`src/rtl/fetch_unit.sv`:
```
`default_nettype none
// +--------------------------------------------------------------------------+
// | fetch_unit: PC owner and ROM read master with a credit-limited prefetch   |
// | FIFO. Optional FETCH_HALT_EN stops fetching on an all-ones word.          |
// | Revision: 1.0                                                             |
// +--------------------------------------------------------------------------+
module fetch_unit #(
  parameter int                ADDR_W   = 8,
  parameter int                DATA_W   = 16,
  parameter logic [ADDR_W-1:0] RESET_PC = '0,
  parameter int                DEPTH    = 2
) (
  input  logic              clk,
  input  logic              rst,
  output logic              o_rom_rd,
  output logic [ADDR_W-1:0] o_rom_raddr,
  input  logic [DATA_W-1:0] i_rom_rdata,
  input  logic              i_redirect,
  input  logic [ADDR_W-1:0] i_redirect_pc,
  output logic              o_instr_valid,
  output logic [DATA_W-1:0] o_instr,
  output logic [ADDR_W-1:0] o_instr_pc,
  input  logic              i_instr_ready,
  output logic              o_halted
);

  localparam int PTR_W = $clog2(DEPTH);
  localparam int CNT_W = $clog2(DEPTH) + 1;

`ifdef FETCH_HALT_EN
  typedef enum logic [0:0] {RUN = 1'b0, HALT = 1'b1} state_t;
`else
  typedef enum logic [0:0] {RUN = 1'b0} state_t;
`endif

  state_t              state;
  logic [ADDR_W-1:0]   pc;
  logic                inflight;
  logic [ADDR_W-1:0]   inflight_pc;
  logic                kill;
  logic [DATA_W-1:0]   data_q [DEPTH];
  logic [ADDR_W-1:0]   pc_q   [DEPTH];
  logic [PTR_W-1:0]    wr_ptr;
  logic [PTR_W-1:0]    rd_ptr;
  logic [CNT_W-1:0]    count;

  logic                pop;
  logic                push;
  logic                halt_hit;
  logic [CNT_W:0]      occupancy;

  assign o_instr_valid = (count != '0);
  assign o_instr       = data_q[rd_ptr];
  assign o_instr_pc    = pc_q[rd_ptr];

`ifdef FETCH_HALT_EN
  assign o_halted = (state == HALT);
`else
  assign o_halted = 1'b0;
`endif

  always_comb begin
    pop       = o_instr_valid & i_instr_ready;
    // Words already buffered or on their way, net of the one leaving now.
    occupancy = {1'b0, count} + (CNT_W+1)'(inflight) - (CNT_W+1)'(pop);
    push      = inflight & ~kill & ~i_redirect & ~rst;
`ifdef FETCH_HALT_EN
    halt_hit  = push & (i_rom_rdata == {DATA_W{1'b1}});
`else
    halt_hit  = 1'b0;
`endif
    o_rom_rd    = 1'b0;
    o_rom_raddr = pc;
    if (rst) begin
      o_rom_raddr = RESET_PC;
    end else if (i_redirect) begin
      o_rom_rd    = 1'b1;
      o_rom_raddr = i_redirect_pc;
    end else if ((state == RUN) && (occupancy < (CNT_W+1)'(DEPTH))) begin
      o_rom_rd    = 1'b1;
    end
  end

  always_ff @(posedge clk) begin
    if (rst) begin
      state       <= RUN;
      pc          <= RESET_PC;
      inflight    <= 1'b0;
      inflight_pc <= RESET_PC;
      kill        <= 1'b0;
      wr_ptr      <= '0;
      rd_ptr      <= '0;
      count       <= '0;
      for (int i = 0; i < DEPTH; i++) begin
        data_q[i] <= '0;
        pc_q[i]   <= '0;
      end
    end else begin
      inflight <= o_rom_rd;
      if (o_rom_rd) begin
        inflight_pc <= o_rom_raddr;
      end
      if (i_redirect) begin
        // A pop in this cycle is absorbed by the flush itself.
        state  <= RUN;
        pc     <= i_redirect_pc + 1'b1;
        kill   <= 1'b0;
        wr_ptr <= '0;
        rd_ptr <= '0;
        count  <= '0;
      end else begin
        if (o_rom_rd) begin
          pc <= pc + 1'b1;
        end
        // The read issued alongside a halt word must never reach the FIFO.
        kill <= halt_hit & o_rom_rd;
        if (push) begin
          data_q[wr_ptr] <= i_rom_rdata;
          pc_q[wr_ptr]   <= inflight_pc;
          wr_ptr         <= wr_ptr + 1'b1;
        end
        if (pop) begin
          rd_ptr <= rd_ptr + 1'b1;
        end
        count <= count + CNT_W'(push) - CNT_W'(pop);
`ifdef FETCH_HALT_EN
        if (halt_hit) begin
          state <= HALT;
        end
`endif
      end
    end
  end

endmodule
`default_nettype wire

```
`config.mk`:
```
export PLATFORM = sky130hd
export DESIGN_NAME = fetch_unit
export DESIGN_NICKNAME = d
export VERILOG_FILES = /design/src/rtl/fetch_unit.sv
export SDC_FILE = /design/constraint.sdc
export NUM_CORES = 1
export LEC_CHECK = 0
export BUFFER_PORTS_ARGS = -buffer_cell sky130_fd_sc_hd__buf_2
export CAP_MARGIN = 20
export CORE_MARGIN = 8
export CORE_UTILIZATION = 55
export DETAILED_ROUTE_END_ITERATION = 10
export PLACE_DENSITY_LB_ADDON = 0.2
export SLEW_MARGIN = 25
export SYNTH_ARGS = -nofsm -noshare
export SYNTH_HDL_FRONTEND = slang
export SYNTH_SLANG_ARGS = --single-unit
```
`constraint.sdc`:
```
create_clock -name clk -period 6.2 [get_ports clk]
set_clock_uncertainty 0.05 [all_clocks]
set_input_delay 0.31 -clock clk [delete_from_list [all_inputs] [get_ports clk]]
set_output_delay 0.31 -clock clk [all_outputs]
set_load 0.03 [all_outputs]
```
==> results.md <==
* Die H at 94.6 µm
* Post-DP HPWL at 4.85 mm
* Post-CTS Resized at 0
* M2 GR Usage at 0.289
* Synth async-reset ratio at 0
* Worst reg2reg startpoint: count[1]
* Via density at 5.51
* Vias after detailed routing at 2,353
* Post-synth EDFFs at 48
* Worst Hold Launch: i_rom_rdata[9]
* Hold WC Path Type: input pin to flop
* Reg clk slew, reported paths at 0.08 ns
* Worst R2R Setup Slack at 3.27 ns
* Cts bufs inserted at 9
* Gr busiest metal: met2
* Initial antenna violation count at 0
* Sequential element share of the synthesized area at 0.553
* Status: finished, final reports clean
* Met1 GRT Util at 0.195
* Antenna fix cells at 0
* # rows at 28
* Power Dens Cells at 274 mW/mm²
* Starting Density at 0.571
* Setup bufs post-CTS at 0
* Top cell by count, worst path: and2_1
* Worst Setup End Kind: primary output
* Critical setup path kind: flop to primary output
* Final net count at 380
* Syn. warnings at 0
* Total global-route track usage at 0.169
* Routed Antenna Nets at 0
* TritonCTS clock tree: done
* Worst path max stage delay at 0.60 ns
* Filler instances at 466
* Arr. time, crit path at 3.13 ns
* Final slew viol count at 0
* DRT Pass-1 Iters at 4
* Post-route clock period utilization at 0.563
* Post-synth cell types at 48
* Syn nets at 323
* H-tree depth at 3
* Crit path required time at 5.84 ns
* Starting DRT DRC Count at 88
* Clk buf depth at 2
* Final setup violating endpoints at 0
* Setup_tns at 0 ns
* Met3 usage at 0.0365
* Final Hold Vio Count at 0
* Crit path max-delay family: adder cells
* DRC Markers at 0
* Ys flop type: edfxtp_1
* CP max stage cell: fa_1
* Clock net sink count at 70
* Total power draw at 1.09 mW
* F_max at 286 MHz
* Total Die Area at 0.00896 mm²
* Syn avg cell area at 11.7 µm²
* RSZ-0062 raised after global routing: false
* Slew HR at 0.508
* P_leak at 1.68 nW
* Remaining Overflow, GRT at 0
* Synth Cell Area at 0.00340 mm²
* Core ar. at 0.00596 mm²
* Peak supply drop at 0.145 mV
* Port Buf Inserts at 61
* Startpoint types: flop
* Synth Register Bits at 70
* CP Launch Point: count[1]
* Worst Path Buf+Inv at 1
* Die width at 94.6 µm
* Share of cells above drive strength 1 at 0.315
* Top Ports at 63
* Largest net degree at the start of global routing at 29
* Worst-margin pin slew at 0.738 ns
* Critical-path maximum fanout at 12
* Max-Cap Viols at 0
* Post-Syn Instances at 290
* Fin crit period at 3.49 ns
* Detailed Route WL at 7.14 mm
* Cell Chain, Critical Path: or2_2 > and2_1 > ha_1 > nor2b_1 > fa_1 > o21ai_2 > and2_1 > buf_2
* Clk Latency, worst-skew pair at 0.34 ns
* Root buf cell: clkbuf_8
* Synth-to-layout area growth at 16.6%
* Global-route wire length before repair at 11.7 mm
* Vias in the first global route at 2,385
* Wire per inst at 16.7 µm
* Cts hold-fix bufs at 0
* GPL Wtd Cong at 0.854
through the flow:
stage               cells  hold slack, ns  utilization  instance area (µm²)  setup slack [ns]
finish                427           0.200        0.666                 3970              2.71
global route          427           0.210        0.666                 3970              2.49
CTS                   427           0.188        0.666                 3970              2.68
detailed placement    411           0.452        0.628                 3740              3.10
global placement      411           0.445        0.628                 3740              3.17
floorplan             290           0.429            -                 3400              3.14
registers in the layout, summed over array words and instances, names as in the netlist, named ones only:
name         flops
data_q          32
pc_q            16
inflight_pc      8
pc               8
count            2
inflight         1
rd_ptr           1
wr_ptr           1
cell families after synthesis:
group / share of synthesized area
xor gates and xnor gates: 0.0305
adders and majority gates: 0.0206
and+or+nand+nor: 0.184
DFF: 0.553
muxes: 0.103
other: 0.00110
AOI/OAI and AO/OA: 0.0736
buffers and inverters: 0.0338
synthesized netlist by cell type (2+ instances only):
cell type / instances / area (µm²)
a211oi_1: 5 / 37.5
a21oi_1: 5 / 25.0
a311oi_1: 5 / 43.8
and2_1: 52 / 325
and3_1: 2 / 12.5
and4_1: 2 / 17.5
buf_2: 2 / 10.0
clkbuf_1: 12 / 45.0
clkinv_1: 2 / 7.51
dfxtp_1: 22 / 440
edfxtp_1: 48 / 1440
ha_1: 4 / 50.1
inv_1: 8 / 30.0
mux2_2: 24 / 270
mux2i_1: 8 / 80.1
nand2_1: 14 / 52.6
nand3_1: 5 / 25.0
nand3b_1: 2 / 15.0
nand4_1: 2 / 12.5
nor2_1: 18 / 67.6
nor3_1: 5 / 25.0
o21ai_0: 8 / 40.0
or2_2: 2 / 12.5
xnor2_1: 6 / 52.6
xor2_1: 4 / 35.0
layout by cell type (no fill, tap or decap), types with 2 or more instances in the layout:
cell        n
mux2_2     24
ha_1        4
a311oi_1    5
and4_1      2
clkinv_4    2
bufinv_16   2
nand3_1     5
buf_4       2
xor2_1      4
nand4_1     2
nand3b_1    2
nand2_1    14
dfxtp_1    21
nor2_1     18
or2_2       2
and2_1     52
o21ai_2     2
xnor2_1     6
buf_2      61
o21ai_0     7
and3_1      2
mux2i_1     8
a21oi_1     5
clkbuf_8   10
a211oi_1    5
nor3_1      5
clkinv_1    2
inv_1       8
edfxtp_1   48
metal layers:
metal	wire length (µm)	vias up
li1	-	1143
met1	2980	1127
met2	3580	71
met3	454	12
met4	127	0
met5	0	-
path summary, 6_finish.rpt:
path | endpoint | cells past startpoint
worst min-delay path | data_q[0][9] | 2
worst max-delay path | o_rom_rd | 8
worst min register to register | inflight_pc[4] | 2
worst max register to register | pc[6] | 8
power by group:
part	internal, mW	switching (mW)
combinational	0.0485	0.0876
clock	0.238	0.171
sequential	0.526	0.0162
cell type report:
| class | count | area (µm²) | area share |
|---|---|---|---|
| sequential | 70 | 1880 | 0.475 |
| clock inverter | 5 | 82.6 | 0.0208 |
| clock buffer | 11 | 141 | 0.0356 |
| tap | 75 | 93.8 | 0.0237 |
| multi-input combinational | 193 | 1410 | 0.355 |
| timing repair buffer | 63 | 320 | 0.0808 |
| inverter | 10 | 37.5 | 0.00946 |
Power figures use the tool's default switching activity.
